`src/rtl/imem_loader_pkg.sv`:
```
// Shared definitions for the instruction memory loader: state codes, length field width, word sizing.
// Latency: n/a (constants and helpers only).
// Backpressure: n/a.
package imem_loader_pkg;

  // Width of the little-endian word-count field that opens every frame
  localparam int LEN_W = 16;

  // Loader FSM encodings (kept as plain vectors for legacy tooling)
  localparam logic [2:0] ST_IDLE   = 3'd0;
  localparam logic [2:0] ST_LEN_LO = 3'd1;
  localparam logic [2:0] ST_LEN_HI = 3'd2;
  localparam logic [2:0] ST_DATA   = 3'd3;
  localparam logic [2:0] ST_CHECK  = 3'd4;
  localparam logic [2:0] ST_DONE   = 3'd5;
  localparam logic [2:0] ST_ERR    = 3'd6;

  // Number of stream bytes that make up one instruction word
  function automatic int bytes_per_word(input int data_w);
    return data_w / 8;
  endfunction

endpackage

```
`src/rtl/imem_loader_byte_packer.sv`:
```
// Packs a little-endian byte stream into DATA_W-bit words (first byte lands in bits [7:0]).
// Latency: word_vld/word_dat are combinational with the last byte of each word.
// Backpressure: none; accepts a byte on every cycle byte_vld is high.
module byte_packer
  import imem_loader_pkg::*;
#(
  parameter int DATA_W = 32
) (
  input  logic              clk,
  input  logic              rst,
  input  logic              clr,
  input  logic              byte_vld,
  input  logic [7:0]        byte_dat,
  output logic              word_vld,
  output logic [DATA_W-1:0] word_dat
);

  localparam int BYTES = bytes_per_word(DATA_W);
  localparam int CNT_W = (BYTES > 1) ? $clog2(BYTES) : 1;

  logic [CNT_W-1:0]  byte_cnt;
  logic [DATA_W-1:0] word_buf;

  assign word_vld = byte_vld && (byte_cnt == CNT_W'(BYTES - 1));

  // Completed word: earlier bytes from the buffer, the final byte straight from the stream
  always_comb begin
    word_dat = word_buf;
    word_dat[DATA_W-1 -: 8] = byte_dat;
  end

  // Insert each byte at its lane and advance the byte position, wrapping after the last lane
  always_ff @(posedge clk) begin
    if (rst || clr) begin
      byte_cnt <= '0;
      word_buf <= '0;
    end else if (byte_vld) begin
      word_buf[{byte_cnt, 3'b000} +: 8] <= byte_dat;
      byte_cnt <= word_vld ? '0 : byte_cnt + CNT_W'(1);
    end
  end

endmodule

```
`src/rtl/imem_loader.sv`:
```
// Loads a length-prefixed, XOR-checksummed byte stream into instruction memory; holds core in reset until valid.
// Latency: mem_we pulses 1 cycle after the last byte of each word; done/error 1 cycle after the checksum byte.
// Backpressure: never stalls while loading (one byte per cycle); in_ready low in IDLE/DONE/ERR.
module imem_loader
  import imem_loader_pkg::*;
#(
  parameter int ADDR_W = 8,
  parameter int DATA_W = 32
) (
  input  logic              clk,
  input  logic              rst,
  input  logic              start,
  input  logic              in_valid,
  input  logic [7:0]        in_data,
  output logic              in_ready,
  output logic              mem_we,
  output logic [ADDR_W-1:0] mem_addr,
  output logic [DATA_W-1:0] mem_wdata,
  output logic              core_rst,
  output logic              done,
  output logic              error
);

  localparam int MAX_WORDS = 2 ** ADDR_W;

  logic [2:0]        state;
  logic [2:0]        state_nxt;
  logic [7:0]        len_lo;
  logic [LEN_W-1:0]  len_words;
  logic [LEN_W-1:0]  len_in;
  logic [ADDR_W:0]   word_cnt;
  logic [7:0]        xor_acc;
  logic              accept;
  logic              start_ok;
  logic              last_word;
  logic              word_vld;
  logic [DATA_W-1:0] word_dat;

  assign in_ready  = (state == ST_LEN_LO) || (state == ST_LEN_HI) ||
                     (state == ST_DATA)   || (state == ST_CHECK);
  assign accept    = in_valid && in_ready;
  assign start_ok  = start && ((state == ST_IDLE) || (state == ST_DONE) || (state == ST_ERR));
  assign len_in    = {in_data, len_lo};
  // word_cnt is one bit wider than the address so a full 2**ADDR_W load compares correctly
  assign last_word = (LEN_W'(word_cnt) + LEN_W'(1)) == len_words;

  byte_packer #(
    .DATA_W (DATA_W)
  ) u_packer (
    .clk      (clk),
    .rst      (rst),
    .clr      (start_ok),
    .byte_vld (accept && (state == ST_DATA)),
    .byte_dat (in_data),
    .word_vld (word_vld),
    .word_dat (word_dat)
  );

  // Next-state decode for the frame parser
  always_comb begin
    state_nxt = state;
    case (state)
      ST_IDLE, ST_DONE, ST_ERR: begin
        if (start_ok) state_nxt = ST_LEN_LO;
      end
      ST_LEN_LO: begin
        if (accept) state_nxt = ST_LEN_HI;
      end
      ST_LEN_HI: begin
        if (accept) begin
          if (32'(len_in) > MAX_WORDS) state_nxt = ST_ERR;
          else if (len_in == '0)       state_nxt = ST_CHECK;
          else                         state_nxt = ST_DATA;
        end
      end
      ST_DATA: begin
        if (word_vld && last_word) state_nxt = ST_CHECK;
      end
      ST_CHECK: begin
        if (accept) state_nxt = (in_data == xor_acc) ? ST_DONE : ST_ERR;
      end
      default: state_nxt = ST_IDLE;
    endcase
  end

  // State register plus status flags registered from the next state so they track it on the same edge
  always_ff @(posedge clk) begin
    if (rst) begin
      state    <= ST_IDLE;
      core_rst <= 1'b1;
      done     <= 1'b0;
      error    <= 1'b0;
    end else begin
      state    <= state_nxt;
      core_rst <= (state_nxt != ST_DONE);
      done     <= (state_nxt == ST_DONE);
      error    <= (state_nxt == ST_ERR);
    end
  end

  // Length capture, word counter and running checksum of data bytes
  always_ff @(posedge clk) begin
    if (rst || start_ok) begin
      len_lo    <= '0;
      len_words <= '0;
      word_cnt  <= '0;
      xor_acc   <= '0;
    end else begin
      if (accept && (state == ST_LEN_LO)) len_lo <= in_data;
      if (accept && (state == ST_LEN_HI)) len_words <= len_in;
      if (accept && (state == ST_DATA))   xor_acc <= xor_acc ^ in_data;
      if (word_vld)                       word_cnt <= word_cnt + (ADDR_W+1)'(1);
    end
  end

  // Memory write port: one-cycle write strobe with address and word held until the next write
  always_ff @(posedge clk) begin
    if (rst) begin
      mem_we    <= 1'b0;
      mem_addr  <= '0;
      mem_wdata <= '0;
    end else begin
      mem_we <= word_vld;
      if (word_vld) begin
        mem_addr  <= word_cnt[ADDR_W-1:0];
        mem_wdata <= word_dat;
      end
    end
  end

endmodule

```
`config.mk`:
```
export PLATFORM = sky130hd
export DESIGN_NAME = imem_loader
export DESIGN_NICKNAME = d
export VERILOG_FILES = /design/src/rtl/imem_loader_pkg.sv /design/src/rtl/imem_loader_byte_packer.sv /design/src/rtl/imem_loader.sv
export SDC_FILE = /design/constraint.sdc
export NUM_CORES = 1
export LEC_CHECK = 0
export BUFFER_PORTS_ARGS = -buffer_cell sky130_fd_sc_hd__buf_2
export CAP_MARGIN = 20
export CORE_MARGIN = 3
export CORE_UTILIZATION = 47
export CTS_CLUSTER_SIZE = 10
export DETAILED_ROUTE_END_ITERATION = 10
export PLACE_DENSITY = 0.67
export SLEW_MARGIN = 40
export SYNTH_ARGS = -nofsm -noshare
export SYNTH_HDL_FRONTEND = slang
export SYNTH_SLANG_ARGS = --single-unit
```
`constraint.sdc`:
```
create_clock -name clk -period 6 [get_ports clk]
set_clock_uncertainty 0.2 [all_clocks]
set_input_delay 0.3 -clock clk [delete_from_list [all_inputs] [get_ports clk]]
set_output_delay 0.3 -clock clk [all_outputs]
set_load 0.01 [all_outputs]
```
==> flow_summary.toml, run 1 <==
[yosys]
synth_mux_area_frac = 0.0190
synth-edff-count = 0
yosysUniqueCellTypes = 45
postSynthAreaPerCell_um2 = 7.96
yosys-top-cells-area = "dfxtp_1 (48%), nand2_1 (13%), a21oi_1 (8.9%), xnor2_1 (3.7%), nand3_1 (3.2%)"
synth_nets = 621
synthArstFlopShare = 0
syn-instance-count = 603
complex_gate_fraction_of_the_synthesized_area = 0.125
yosys_warnings = 0
synth.ff_latch_count = 114
synth_area_um2 = 4800
synth_top_family_by_area = "simple AND/OR/NAND/NOR gates"
synth_xor_area_frac = 0.0657
postSynth.topFlopCell = "dfxtp_1"
netlist.top_cell.by_area = "dfxtp_1"
yosysTopAreaCellShare = 0.476
seq_area_frac_synth = 0.476
post_synth_fa_ha_maj_area_fraction = 0.0156
post_synth_and_or_nand_nor_area_fraction = 0.252

[clock_network]
cts-buffers-inserted = 17
cts-root-buf = "clkbuf_8"
insertion_delay_ps = 500
cts_max_level = 4
tritoncts_num_sinks = 114
post_cts.repair.setup_buffers = 0
clockBufferDepth = 2
path_clk_slew_ps = 60
tritoncts_clock_tree = "done"

[timing]
fin_crit_sh = 0.477
slew_headroom = 0.465
hold-worst-slack_ps = 106
grt_setup_unrepaired = "false"
report.final.setup_viol = 0
setup-tns-final_ps = 0
period_minus_slack_ps = 2860
achievable-frequency_mhz = 349
worst-slew-pin-transition_ps = 802
final-hold-violation-count = 0
drv_slew = 0

[floorplanning]
floorplan.die.width_um = 107
io-pin-count = 57
die-area_um2 = 11500
fp-row-count = 36
floorplan.core_area_um2 = 9860
fp.dieH_um = 107
initial_core_util = 0.486

[route]
drt_first_pass_iters = 5
routed_via_count = 4184
viasPerCell = 5.29
drc = 0
routedWlPerCell_um = 14.3
drt_iter0_markers = 369
number_of_nets_with_antenna_violations_after_routing = 0
wl_um = 11300

[setup_path]
reg2reg_depth = 6
cp_slowest_stage_delay_ps = 750
worst_r2r_startpoint = "state[0]"
critical_path.cell_chain = "and4b_1 > and2_1 > buf_4 > nand3_1 > xor2_1 > nor2_1"
timing.critical_path.buf_inv = 1
crit-reg2reg-capture = "word_cnt[5]"
category_of_the_worst_setup_path_launch_point = "flip-flop"
cp_top_family = "simple AND/OR/NAND/NOR gates"
critical_path_slowest_stage_cell = "and4b_1"
critPathMaxFanout = 38
cp_data_required_time_ps = 6160
critical_path.endpoint_type = "flip-flop"
reg2reg_setup_slack_ps = 3140
cp_data_arrival_time_ps = 3020
worst-setup-path-type = "reg -> reg"

[global_route]
grt_overflow_total = 0
first_global_vias = 3990
wire_length_of_the_first_global_routing_pass_um = 18800
number_of_antenna_violations_at_the_first_check_in_global_routing = 0
gr-usage-all-layers = 0.205
maximum_number_of_pins_on_one_net_before_global_route_repair = 68

[min_path]
holdPathStages = 5
hold_start = "start"
path_type_of_the_worst_min_delay_path = "in -> reg"
hold_path_end = "done"

[cells_and_area]
multi_input_comb_area_um2 = 2310
antenna_cells = 0
nFillCells = 870
layout_area_overhead_pct = 20.2
nNetsFinal = 663
share_of_post_route_cells_with_drive_strength_above_1 = 0.158
seq_area_um2 = 2280

[placement]
io_buffers = 56
dp_hpwl_um = 7180
gp_congestion = 0.819

[run]
max_cap_violations = 0

[power_and_ir_drop]
total_power_divided_by_cell_area_nw_per_um2 = 322
maximum_vdd_ir_drop_mv = 0.193
leakage_uw = 0.00208

[run_status]
outcome = "completed"
synth_stat cells (2+ instances only):
cell type	number
dfxtp_1	114
nand2_1	161
o2111ai_1	2
nor4_1	6
xnor2_1	20
buf_4	2
mux2i_1	8
ha_1	6
a21oi_1	85
nand2b_1	5
and2_1	4
nand4_1	5
nor2_1	41
nand3_1	31
and3_1	5
nor3_1	8
nor3b_1	3
xor2_1	16
o21ai_0	6
inv_1	6
or3_1	2
buf_1	8
a311oi_1	2
clkbuf_1	19
a31oi_1	3
buf_2	16
kinds of logic (layout without fill, tap and decap cells):
family | after synthesis | in the layout
AOI/OAI and AO/OA | 109 | 109
xor gates and xnor gates | 36 | 36
adders and majority gates | 6 | 6
buffers and inverters | 52 | 107
DFF | 114 | 114
muxes | 9 | 9
and+or+nand+nor | 277 | 277
cell usage in the layout, fill, tap and decap left out, types with 4 or more instances in the layout:
master         synthesis  final
dlygate4sd3_1          0      8
ha_1                   6      6
xor2_1                16     16
a21oi_1               85     85
nor3_1                 8      8
mux2i_1                8      8
nand3_1               31     31
and3_1                 5      5
clkbuf_16              0     16
xnor2_1               20     20
dfxtp_1              114    114
nor2_1                41     41
nand4_1                5      5
nand2b_1               5      5
nor3b_2                1      4
buf_4                  2      5
and2_1                 4      4
nor4_1                 6      6
o21ai_0                6      6
inv_1                  6      6
inv_6                  0      6
nand2_1              161    161
buf_2                 16     56
state kept, by name, summed over array words and instances (netlist names), 3 cells and up:
signal	count
len_lo	8
len_words	16
mem_addr	8
mem_wdata	32
state	3
u_packer.word_buf	24
word_cnt	9
xor_acc	8
metrics by stage:
stage | worst slack [ps] | std cells | instance area, µm² | total power [µW] | util
floorplan | 3840 | 603 | 4800 | 864 | -
finish | 3140 | 791 | 5770 | 1860 | 0.584
global placement | 3250 | 751 | 5080 | 886 | 0.515
global route | 2850 | 791 | 5770 | 1920 | 0.584
detailed placement | 3190 | 751 | 5090 | 888 | 0.516
CTS | 3170 | 791 | 5760 | 1870 | 0.583
worst register-to-register path, delay by kind of cell, from the launching register on:
family,cells,cell delay (ps)
xor gates and xnor gates,1,160
buffers and inverters,1,410
and+or+nand+nor,4,1360
DFF,1,620
power breakdown:
part	internal (µW)	switching, µW
Sequential	764	11.9
Combinational	35.2	67.1
Clock	619	359
per-layer routing:
layer	GRT usage	vias to the layer above	routed length [µm]
li1	-	2094	-
met1	0.264	1951	5040
met2	0.334	119	5430
met3	0.0439	20	565
met4	0.0840	0	242
met5	0	-	0
repair_timing:
action,4_1_cts,5_1_grt
resized for setup,0,0
endpoints found under the setup margin,0,0
hold buffers,8,0
endpoints found under the hold margin,30,0
worst max path at each step:
| stage | from | endpoint | cells past startpoint |
|---|---|---|---|
| CTS | state[0] | word_cnt[5] | 6 |
| detailed placement | state[0] | word_cnt[5] | 6 |
| floorplan | word_cnt[0] | core_rst | 8 |
| global route | state[0] | word_cnt[5] | 6 |
| finish | state[0] | word_cnt[5] | 6 |
| global placement | state[0] | word_cnt[5] | 6 |
cell type report:
type | count | area share
clock inverter | 13 | 0.0254
multi-input combinational | 437 | 0.400
sequential | 114 | 0.396
tap | 133 | 0.0289
clock buffer | 19 | 0.0766
inverter | 6 | 0.00391
timing repair buffer | 69 | 0.0690
No activity file was read; power rests on OpenSTA's default activity.
==> run 2: changes to the inputs <==
PLACE_DENSITY = 0.69   (was 0.67)
clock period = 2.3 ns   (was 6 ns; I/O delays follow)
==> run 2 against run 1 <==
Compared with the run above:
- global-route usage grew 0.21 points
- power grew to 2.6 times the previous value
- register-to-register slack worse by 3100 ps
- design area grew 2.6%
- worst hold slack gained 150 ps
- die area unchanged
- critical path type unchanged
- largest cell class unchanged
==> flow_summary.toml, run 2 (synthesized netlist as in run 1, its figures left out) <==
[placement]
detailedPlace.worstSlack_ps = 73.5
dp_hpwl_um = 7510
io_buffers = 56
placed_cells_incl_taps = 765
gp_congestion = 0.926

[setup_path]
cp_top_family = "compound AO/OA/AOI/OAI gates"
critPathMaxFanout = 8
cp_data_arrival_time_ps = 2420
critical_path.cell_chain = "nand3_4 > or3_1 > a211oi_2 > o2111ai_2 > o22a_2 > inv_1 > nand2b_1"
critical_path.endpoint_type = "flip-flop"
reg2reg_setup_slack_ps = 90
cp_data_required_time_ps = 2510
reg2reg_depth = 7
timing.critical_path.buf_inv = 1
crit-reg2reg-capture = "core_rst"
worst_r2r_startpoint = "word_cnt[3]"
cp_slowest_stage_delay_ps = 530
worst-setup-path-type = "reg -> reg"
category_of_the_worst_setup_path_launch_point = "flip-flop"
critical_path_slowest_stage_cell = "dfxtp_1"
crit_start = "word_cnt[3]"

[power_and_ir_drop]
maximum_vdd_ir_drop_mv = 0.725
total_power_uw = 4820
leakage_uw = 0.00215
total_power_divided_by_cell_area_nw_per_um2 = 814

[timing]
worst-slew-pin-transition_ps = 433
finalWorstSetupSlack_ps = 86.9
achievable-frequency_mhz = 452
final-hold-violation-count = 0
slew_headroom = 0.709
setup-tns-final_ps = 0
report.final.setup_viol = 0
drv_slew = 0
fin_crit_sh = 0.962
period_minus_slack_ps = 2210

[clock_network]
cts-buffers-inserted = 17
tritoncts_num_sinks = 114
insertion_delay_ps = 510
cts-root-buf = "clkbuf_8"
tritoncts_clock_tree = "done"
path_clk_slew_ps = 60
clockBufferDepth = 2
cts_max_level = 4
post_cts.repair.setup_buffers = 0

[cells_and_area]
registers.top_by_ff_count = "mem_wdata"
largest_register_ff_count = 32
layout.cells.most_common_list = "nand2_1 (161), dfxtp_1 (114), a21oi_1 (85), buf_2 (56), nor2_1 (41)"
layout.cells.most_common = "nand2_1"
final-instance-count-excl-fill = 808
layout_area_overhead_pct = 23.3
reg.largest.list = "mem_wdata x32, u_packer.word_buf x24, len_words x16"
share_of_post_route_cells_with_drive_strength_above_1 = 0.175
nNetsFinal = 680
antenna_cells = 0
postLayoutCoreUtil = 0.600

[min_path]
hold_start = "mem_wdata[14]"
path_type_of_the_worst_min_delay_path = "reg -> reg"
holdPathStages = 2
hold_path_end = "mem_wdata[14]"

[global_route]
number_of_antenna_violations_at_the_first_check_in_global_routing = 0
maximum_number_of_pins_on_one_net_before_global_route_repair = 68
gr-usage-all-layers = 0.207
grt_overflow_total = 0
wire_length_of_the_first_global_routing_pass_um = 18800
first_global_vias = 4037

[floorplanning]
fp.dieH_um = 107
fp-row-count = 36
io-pin-count = 57
die-area_um2 = 11500
floorplan.core_area_um2 = 9860
floorplan.die.width_um = 107
initial_core_util = 0.486

[route]
routed_via_count = 4276
wl_um = 11600
routedWlPerCell_um = 14.3
number_of_nets_with_antenna_violations_after_routing = 0
drc = 0
drt_first_pass_iters = 5
drt_iter0_markers = 288
viasPerCell = 5.29

[run_status]
outcome = "completed"

[run]
max_cap_violations = 0
run 2: report_power, final:
part           total, µW  leakage [µW]  switching [µW]  internal (µW)
clock               2500      0.000272             951           1550
sequential          2010      0.000919            11.9           1990
combinational        310      0.000964             197            114
run 2: worst min-delay path: stages, from the launching register on:
cell and delay, ps:
dfxtp_1 300, nand2_1 50, a21oi_1 50
run 2: per-stage QoR:
stage / hold slack (ps) / instance area (µm²)
after global routing: 269 / 5920
after detailed placement: 246 / 5200
after CTS: 253 / 5890
final: 253 / 5920
after floorplan: 202 / 4800
after global placement: 240 / 5200
run 2: layout make-up:
class,instances,area [µm²]
flip-flops and latches,114,2280
inverters,6,22.5
clock buffers,18,418
well taps,133,166
multi-input cells,437,2320
clock inverters,14,158
repair buffers,86,546
fillers,886,3950
run 2: worst max-delay path by stage:
stage / to / slack [ps] / cells after the start
final: core_rst / 90 / 7
after global routing: core_rst / -30 / 7
after CTS: core_rst / 60 / 8
after detailed placement: core_rst / 70 / 8
after global placement: core_rst / 120 / 8
after floorplan: core_rst / 140 / 8
run 2: metal layers:
metal,global-route usage,vias up,routed length (µm)
met4,0.0694,0,101
met5,0,-,0
met2,0.346,120,5720
met1,0.257,2015,5200
met3,0.0578,11,570
li1,-,2130,-
run 2: repair_timing:
| action | CTS | global route |
|---|---|---|
| setup endpoints to repair | 0 | 3 |
| hold buffers | 11 | 0 |
| hold endpoints to repair | 67 | 0 |
| gates resized for setup | 0 | 5 |
